[config.mk]
export PLATFORM = sky130hd
export DESIGN_NAME = psm_sync_generator
export DESIGN_NICKNAME = d
export VERILOG_FILES = /design/src/rtl/psm_pkg.sv /design/src/rtl/psm_carrier_counter.sv /design/src/rtl/psm_sync_generator.sv
export SDC_FILE = /design/constraint.sdc
export NUM_CORES = 1
export LEC_CHECK = 0
export ABC_AREA = 1
export CAP_MARGIN = 20
export CELL_PAD_IN_SITES_DETAIL_PLACEMENT = 1
export CELL_PAD_IN_SITES_GLOBAL_PLACEMENT = 1
export CORE_MARGIN = 8
export CORE_UTILIZATION = 39
export DETAILED_ROUTE_END_ITERATION = 7
export GPL_TIMING_DRIVEN = 1
export HOLD_SLACK_MARGIN = 0.02
export PLACE_DENSITY_LB_ADDON = 0.1
export SYNTH_ARGS = -nofsm -noshare
export SYNTH_HDL_FRONTEND = slang
export SYNTH_SLANG_ARGS = --single-unit
[constraint.sdc]
create_clock -name CLK -period 4.2 [get_ports CLK]
set_clock_uncertainty 0.1 [all_clocks]
set_input_delay 0.84 -clock CLK [delete_from_list [all_inputs] [get_ports CLK]]
set_output_delay 0.84 -clock CLK [all_outputs]
set_load 0.005 [all_outputs]
[src/rtl/psm_pkg.sv]
// ---------------------------------------------------------------------------
// psm_pkg
// Shared definitions for the PSM synchronisation generator:
//   - default carrier counter width and minimum carrier period
//   - SPS word width (sign-magnitude, bit 15 = sign)
//   - conversions between sign-magnitude SPS words and 17-bit two's complement
//   - run-state encoding of the generator
// ---------------------------------------------------------------------------
package psm_pkg;

  localparam int CNT_W_DEF  = 16;
  localparam int SPS_W      = 16;
  localparam int MIN_PERIOD = 2;

  typedef enum logic {
    ST_IDLE = 1'b0,
    ST_RUN  = 1'b1
  } psm_state_t;

  // Negative zero maps to 0, so the result is always a clean two's-complement value.
  function automatic logic signed [SPS_W:0] sm_to_tc(input logic [SPS_W-1:0] sm);
    logic signed [SPS_W:0] mag;
    mag = {2'b00, sm[SPS_W-2:0]};
    return sm[SPS_W-1] ? -mag : mag;
  endfunction

  // A zero value always comes back with sign 0.
  function automatic logic [SPS_W-1:0] tc_to_sm(input logic signed [SPS_W:0] tc);
    logic [SPS_W-2:0] mag;
    mag = (SPS_W-1)'(tc[SPS_W] ? -tc : tc);
    return {tc[SPS_W], mag};
  endfunction

endpackage

[src/rtl/psm_carrier_counter.sv]
// ---------------------------------------------------------------------------
// psm_carrier_counter
// One carrier counter: counts 0 .. i_period-1 and wraps, with a load port
// that takes priority over counting. The sync pulse is registered and is
// high in the cycle the count register holds 0, gated by i_pulse_en.
//
// Ports
//   i_clk       clock
//   i_load      load i_load_val on the next edge (priority over counting)
//   i_load_val  value to load
//   i_cnt_en    advance the counter
//   i_pulse_en  allow the sync pulse
//   i_period    carrier period in cycles (>= 2)
//   o_cnt       current count
//   o_sync      one-cycle pulse while o_cnt == 0
//   o_wrap      combinational: counter wraps on the coming edge
// ---------------------------------------------------------------------------
module psm_carrier_counter
  import psm_pkg::*;
#(
  parameter int CNT_W = CNT_W_DEF
) (
  input  logic             i_clk,
  input  logic             i_load,
  input  logic [CNT_W-1:0] i_load_val,
  input  logic             i_cnt_en,
  input  logic             i_pulse_en,
  input  logic [CNT_W-1:0] i_period,
  output logic [CNT_W-1:0] o_cnt,
  output logic             o_sync,
  output logic             o_wrap
);

  localparam logic [CNT_W-1:0] ONE = CNT_W'(1);

  logic [CNT_W-1:0] r_cnt;
  logic [CNT_W-1:0] w_cnt_nxt;
  logic             r_sync;
  logic             w_at_end;

  // ">=" keeps the counter bounded even if it ever sits above the period.
  assign w_at_end = (r_cnt >= (i_period - ONE));
  assign o_wrap   = i_cnt_en & w_at_end;

  always_comb begin
    w_cnt_nxt = r_cnt;
    if (i_load) begin
      w_cnt_nxt = i_load_val;
    end else if (i_cnt_en) begin
      w_cnt_nxt = w_at_end ? '0 : (r_cnt + ONE);
    end
  end

  always_ff @(posedge i_clk) begin
    r_cnt  <= w_cnt_nxt;
    r_sync <= i_pulse_en & (w_cnt_nxt == '0);
  end

  assign o_cnt  = r_cnt;
  assign o_sync = r_sync;

endmodule

[src/rtl/psm_sync_generator.sv]
// ---------------------------------------------------------------------------
// psm_sync_generator
// Carrier / synchronisation source for the phase-shift modulator. Two
// carrier counters share a shadowed period; carrier 2 is re-aligned to the
// shadowed phase at every carrier 1 wrap. The sign-magnitude SPS setpoint
// is updated only on carrier 1 sync pulses.
//
// Configuration macro: PSM_SYNC_SLEW_EN
//   defined   -> SPS value moves toward the target by at most SPS_STEP per period
//   undefined -> SPS value takes the target directly at each carrier 1 sync
//
// Ports
//   CLK          200 MHz clock
//   RST          synchronous active-high reset (priority over iENABLE)
//   iENABLE      run the carriers; low returns to reset state (SPS held)
//   iPERIOD      carrier period in cycles (clamped to >= 2)
//   iPHASE       carrier 2 offset in cycles (clamped to period-1)
//   iSPS_target  requested SPS, sign-magnitude
//   oSych1       pulse while oCNT1 == 0
//   oSych2       pulse while oCNT2 == 0
//   oCNT1/oCNT2  carrier counts
//   oSPS_value   applied SPS, sign-magnitude
//   oSPS_sign    oSPS_value[15]
// ---------------------------------------------------------------------------
module psm_sync_generator
  import psm_pkg::*;
#(
  parameter int CNT_W    = CNT_W_DEF,
  parameter int SPS_STEP = 16
) (
  input  logic             CLK,
  input  logic             RST,
  input  logic             iENABLE,
  input  logic [CNT_W-1:0] iPERIOD,
  input  logic [CNT_W-1:0] iPHASE,
  input  logic [SPS_W-1:0] iSPS_target,
  output logic             oSych1,
  output logic             oSych2,
  output logic [CNT_W-1:0] oCNT1,
  output logic [CNT_W-1:0] oCNT2,
  output logic [SPS_W-1:0] oSPS_value,
  output logic             oSPS_sign
);

  localparam logic [CNT_W-1:0] ONE     = CNT_W'(1);
  localparam logic [CNT_W-1:0] PER_MIN = CNT_W'(MIN_PERIOD);

  if (SPS_STEP < 1) begin : g_bad_step
    $error("SPS_STEP must be at least 1");
  end

  psm_state_t r_state;
  psm_state_t w_state_nxt;
  logic       w_start;
  logic       w_run;
  logic       r_en_d;

  logic [CNT_W-1:0] r_per_q;
  logic [CNT_W-1:0] r_ph_q;
  logic [CNT_W-1:0] w_per_c;
  logic [CNT_W-1:0] w_ph_c;
  logic [CNT_W-1:0] w_ph_ld;
  logic             w_sh_load;

  logic             w_car_load;
  logic             w_pulse_en;
  logic             w_wrap1;
  logic             w_wrap2;

  logic [SPS_W-1:0]        r_sps;
  logic [SPS_W-1:0]        w_sps_nxt;
  logic signed [SPS_W:0]   w_tgt_tc;
  logic                    w_sps_upd;

  // Run-state FSM. RST and a low iENABLE both force the idle (reset) state;
  // the first enabled edge out of idle is the carrier start.
  always_ff @(posedge CLK) begin
    if (RST) begin
      r_state <= ST_IDLE;
    end else begin
      r_state <= w_state_nxt;
    end
    r_en_d <= iENABLE;
  end

  always_comb begin
    w_state_nxt = r_state;
    w_start     = 1'b0;
    w_run       = 1'b0;
    if (RST) begin
      w_state_nxt = ST_IDLE;
    end else begin
      case (r_state)
        ST_IDLE: begin
          if (iENABLE) begin
            w_state_nxt = ST_RUN;
            w_start     = 1'b1;
          end
        end
        ST_RUN: begin
          if (iENABLE) begin
            w_run = 1'b1;
          end else begin
            w_state_nxt = ST_IDLE;
          end
        end
        default: w_state_nxt = ST_IDLE;
      endcase
    end
  end

  // Input clamping and shadow registers. The shadows only move on reset,
  // on an iENABLE rising edge, or at a carrier 1 wrap, so a period in
  // progress always completes with the settings it started with.
  assign w_per_c   = (iPERIOD < PER_MIN) ? PER_MIN : iPERIOD;
  assign w_ph_c    = (iPHASE > (w_per_c - ONE)) ? (w_per_c - ONE) : iPHASE;
  assign w_sh_load = RST | (iENABLE & ~r_en_d) | w_wrap1;
  assign w_ph_ld   = w_sh_load ? w_ph_c : r_ph_q;

  always_ff @(posedge CLK) begin
    if (w_sh_load) begin
      r_per_q <= w_per_c;
      r_ph_q  <= w_ph_c;
    end
  end

  // Both carriers are (re)loaded whenever they are not counting (reset,
  // disabled, start) and at each carrier 1 wrap; carrier 2 picks up the
  // phase that is being shadowed on that same edge.
  assign w_car_load = ~w_run | w_wrap1;
  assign w_pulse_en = iENABLE & ~RST;

  psm_carrier_counter #(.CNT_W(CNT_W)) u_car1 (
    .i_clk      (CLK),
    .i_load     (w_car_load),
    .i_load_val ('0),
    .i_cnt_en   (w_run),
    .i_pulse_en (w_pulse_en),
    .i_period   (r_per_q),
    .o_cnt      (oCNT1),
    .o_sync     (oSych1),
    .o_wrap     (w_wrap1)
  );

  psm_carrier_counter #(.CNT_W(CNT_W)) u_car2 (
    .i_clk      (CLK),
    .i_load     (w_car_load),
    .i_load_val (w_ph_ld),
    .i_cnt_en   (w_run),
    .i_pulse_en (w_pulse_en),
    .i_period   (r_per_q),
    .o_cnt      (oCNT2),
    .o_sync     (oSych2),
    .o_wrap     (w_wrap2)
  );

  // Carrier 2 wrap is only observed through its sync pulse.
  logic w_wrap2_unused;
  assign w_wrap2_unused = w_wrap2;

  // SPS setpoint: updated on the same edges that raise oSych1.
  assign w_sps_upd = w_start | w_wrap1;
  assign w_tgt_tc  = sm_to_tc(iSPS_target);

`ifdef PSM_SYNC_SLEW_EN
  localparam logic signed [SPS_W+1:0] STEP_S = (SPS_W+2)'(SPS_STEP);

  // Move cur toward tgt by at most STEP_S; the extra bit keeps the
  // difference of two 17-bit values from overflowing.
  function automatic logic signed [SPS_W:0] sps_slew(input logic signed [SPS_W:0] cur,
                                                     input logic signed [SPS_W:0] tgt);
    logic signed [SPS_W+1:0] cur_x;
    logic signed [SPS_W+1:0] tgt_x;
    logic signed [SPS_W+1:0] diff;
    logic signed [SPS_W+1:0] res;
    cur_x = (SPS_W+2)'(cur);
    tgt_x = (SPS_W+2)'(tgt);
    diff  = tgt_x - cur_x;
    if (diff > STEP_S) begin
      res = cur_x + STEP_S;
    end else if (diff < -STEP_S) begin
      res = cur_x - STEP_S;
    end else begin
      res = tgt_x;
    end
    return res[SPS_W:0];
  endfunction

  logic signed [SPS_W:0] w_cur_tc;
  assign w_cur_tc  = sm_to_tc(r_sps);
  assign w_sps_nxt = tc_to_sm(sps_slew(w_cur_tc, w_tgt_tc));
`else
  assign w_sps_nxt = tc_to_sm(w_tgt_tc);
`endif

  // Disable holds the setpoint; only RST clears it.
  always_ff @(posedge CLK) begin
    if (RST) begin
      r_sps <= '0;
    end else if (w_sps_upd) begin
      r_sps <= w_sps_nxt;
    end
  end

  assign oSPS_value = r_sps;
  assign oSPS_sign  = r_sps[SPS_W-1];

endmodule

==> flow_results.org <==
** Final layout
- Area added between synthesis and finish :: 38.5%
- The number of antenna diodes in the final layout is 0.
- In the final layout, flip-flops and latches occupy 1840 µm².
- Area used by multi-input combinational logic :: ~4200 µm²
- The layout has slightly above 2k filler cells.
- Fraction of final layout cells sized beyond drive strength 1 :: 0.209
- The net count of the finished layout is approximately 1.2k.

** Synth
- Fraction of registers with async set/reset :: 0
- In the post-synthesis netlist, the cell with the most instances is nand2_1.
- Post-Synthesis Cell Area :: between 6000 and 7000 µm²
- For this run, the register share of the synthesized area comes to 0.294.
- Top area cells in the synthesized netlist :: dfxtp_1 (22%), nand2_1 (13%), ha_1 (11%)
- The share of synthesized area in the top cell type comes to 0.218.
- Synth Net Count :: between 900 and 1k
- Yosys Warn Count :: 0
- Avg Inst Size Synth :: slightly above 7 µm²
- Counting every instance in the synthesized netlist gives 886.
- Library cell occupying the most area in the post-synthesis netlist :: dfxtp_1
- Flip-flop and latch count after synthesis :: 84
- Sorting the synthesized cells by how often they occur yields nand2_1 (213), inv_1 (96), nor2_1 (86), nand3_1 (75), dfxtp_1 (68).
- Primary flip-flop cell chosen by synthesis mapping :: dfxtp_1
- Unique cell type count in the Yosys netlist :: 45
- In this run, synthesis inferred 16 flip-flops with an integrated enable.

** Route
- The count of nets left with antenna violations once routing finished came out at 0.
- Detailed-routing iteration count for the pre-antenna-repair pass :: 4
- DRT iter0 DRCs :: 290
- Met1 wire length :: just over 9000 µm
- After detailed routing, the met3 layer carries 608 µm of wire.
- Total DRC errors in the routed layout :: 0
- Using the TritonRoute via totals, the vias-per-cell ratio works out to about 4.9.
- Wire per inst :: about 16 µm
- Summed over all nets, wire length on met2 after detailed routing comes to about 9600 µm.
- Routed vias :: 6181
- Detailed Route WL :: ~20000 µm
- Highest routed metal layer :: met4

** Global routing
- Grt total ovfl :: 0
- Antenna violations before repair :: 0
- Largest net degree at the start of global routing :: 32
- Global-route wire length before repair :: 31600 µm
- In the global route stage, overall resource usage came out at 0.193.
- The number of global-route vias before repair is roughly 6.4k.

** Timing
- Period Utilization, post-route :: 0.951
- Headroom to the max-slew limit came out at 0.635.
- Final setup viols :: 0
- The number of endpoints with negative hold slack in the final report is 0.
- Post-Route Setup TNS :: 0 ns
- For the pin with the worst max-slew slack, the measured transition is about 0.55 ns.
- Post-layout minimum cycle time :: roughly 4.0 ns
- The final max-slew violation count is 0.
- Timing would allow up to 0.250 GHz.

** Worst setup path
- The critical path in this run is classified as in2reg.
- Critical path data arrival time :: between 4 and 5 ns
- Required @ worst endpoint :: 4.33 ns
- Sort of element at the end of the critical path :: register
- The worst setup path is launched from an input port.
- Slowest stage cell on the critical path :: ha_1
- Along the worst path, the maximum fanout reaches 6.
- Maximum single-stage delay on the critical path :: 0.27 ns

** Clock network
- CTS tree :: built
- Worst-path clk slew :: 0.06 ns
- Inserted Clock Buffers :: 9
- The clock reaches the later pin of the worst-skew pair after approximately 0.34 ns.
- Buffer depth of the longest clock path :: 2
- Clock tree synthesis selected as its root buffer the cell clkbuf_16.
- CTS H-tree depth :: 3
- The tree built by TritonCTS fans out to 84 sinks.

** Placement
- The congestion estimate from routability-driven global placement came to around 0.8.
- The wire-length estimate of the detail-placed layout is about 16000 µm.
- The count of buffers added on input and output ports is 101.

** Power
- VDD IR-drop max :: around 0.21 mV
- Pwr per Cell Area :: about 290 nW/µm²
- Leakage power :: approximately 4.2 nW
- The design draws 2.48 mW.

** Floorplan
- Number of rows in the core area :: 46
- Die outline width :: between 100 and 150 µm
- The die covers 20400 µm².
- Effective utilization at floorplan :: 0.397
- Area inside the core boundary :: around 16000 µm²
- Die outline height :: 143 µm
- In this run the count of I/O pins placed on the die edge is a little over 100.

** Flow run
- Number of violations of the max-capacitance limit :: 0

** Min path
- The tightest min-delay check is of the reg2reg type.

** Status
- The run finished with clean final reports.
stage by stage:
stage | instances | hold slack [ns] | utilization | setup slack [ns] | cell area, µm²
6_report | 1271 | 0.390 | 0.550 | 0.206 | 8670
5_1_grt | 1271 | 0.417 | 0.550 | -0.0630 | 8670
4_1_cts | 1263 | 0.390 | 0.529 | 0.0112 | 8340
3_5_place_dp | 1242 | 0.370 | 0.506 | -0.646 | 7970
3_3_place_gp | 1242 | 0.368 | 0.506 | -0.529 | 7970
2_1_floorplan | 886 | 0.350 | - | 0.284 | 6260
path summary, 6_finish.rpt:
check,slack (ns),to,cells past startpoint,startpoint
hold reg to reg,0.39,oSPS_value[6],2,oSPS_value[6]
setup / recovery,0.21,u_car2.o_sync,29,iPERIOD[8]
hold / removal,0.39,oSPS_value[6],2,oSPS_value[6]
setup reg to reg,0.33,u_car2.o_sync,24,r_per_q[1]
placed cells by master, fill, tap and decap left out, types with 3 or more instances in the layout:
| cell type | Yosys | routed |
|---|---|---|
| nand2_2 | 8 | 21 |
| o21ai_0 | 17 | 17 |
| nand4_1 | 20 | 20 |
| buf_4 | 5 | 76 |
| ha_1 | 53 | 51 |
| clkinv_4 | 0 | 3 |
| nor2_1 | 86 | 76 |
| nand3_1 | 75 | 62 |
| clkbuf_16 | 0 | 10 |
| clkbuf_2 | 0 | 7 |
| nand3_2 | 8 | 21 |
| inv_2 | 6 | 10 |
| and3_1 | 3 | 3 |
| inv_1 | 96 | 90 |
| xor2_1 | 46 | 45 |
| dlymetal6s2s_1 | 0 | 8 |
| nor3_1 | 10 | 8 |
| dfxtp_1 | 68 | 68 |
| edfxtp_1 | 16 | 16 |
| a21oi_1 | 38 | 36 |
| nand2_4 | 4 | 9 |
| nand2_1 | 213 | 195 |
| xnor2_1 | 12 | 10 |
| nor2_4 | 4 | 9 |
| or2_2 | 5 | 5 |
| and2_1 | 12 | 12 |
| nand3b_1 | 10 | 10 |
| nor3_4 | 1 | 3 |
| clkdlybuf4s50_1 | 0 | 86 |
| nor2_2 | 10 | 15 |
| o21ai_1 | 5 | 5 |
| nor4_1 | 4 | 3 |
| buf_6 | 3 | 3 |
| or2_1 | 3 | 3 |
| nor3_2 | 4 | 4 |
| buf_12 | 0 | 5 |
registers in the layout, summed over array words and instances, names as in the netlist:
name	count
oSPS_value	16
r_en_d	1
r_per_q	16
r_ph_q	16
r_state	1
u_car1.o_cnt	16
u_car1.o_sync	1
u_car2.o_cnt	16
u_car2.o_sync	1
cells by family (layout without fill, tap and decap cells):
logic type      after synthesis  count (layout)  synth area share
buf+inv                     136             304            0.0890
simple gates                485             486             0.369
xor+xnor                     58              58            0.0812
fa+ha+maj                    53              53             0.106
flops                        84              84             0.294
compound gates               70              70            0.0604
where the power goes:
group          switching, mW  internal [mW]  total (mW)
combinational          0.408          0.374       0.782
sequential            0.0694          0.902       0.971
clock                  0.326          0.401       0.727
total                  0.804           1.68        2.48
final cells by class:
type,instances,area share
Clock buffer,10,0.0264
Inverter,102,0.0448
Sequential cell,84,0.213
Timing Repair Buffer,186,0.199
Clock inverter,6,0.00491
Multi-Input combinational cell,667,0.481
Tap cell,216,0.0312
layer usage:
metal	vias up	track usage
li1	3184	-
met1	2887	0.257
met2	96	0.325
met3	14	0.0220
met4	0	0.0459
met5	-	0
worst max-delay path: cells and delay by family:
| family | cells | cell delay, ns |
|---|---|---|
| xor gates and xnor gates | 1 | 0.21 |
| adders and majority gates | 2 | 0.41 |
| and+or+nand+nor | 21 | 2.10 |
| buffers and inverters | 5 | 0.56 |
what timing repair did:
action | in CTS | in global routing
setup buffers | 4 | 8
hold buffers | 0 | 0
endpoints found under the setup margin | 6 | 20
pin swaps | 13 | 42
gates cloned | 1 | 1
gates resized for setup | 20 | 86
Power figures use the tool's default switching activity.
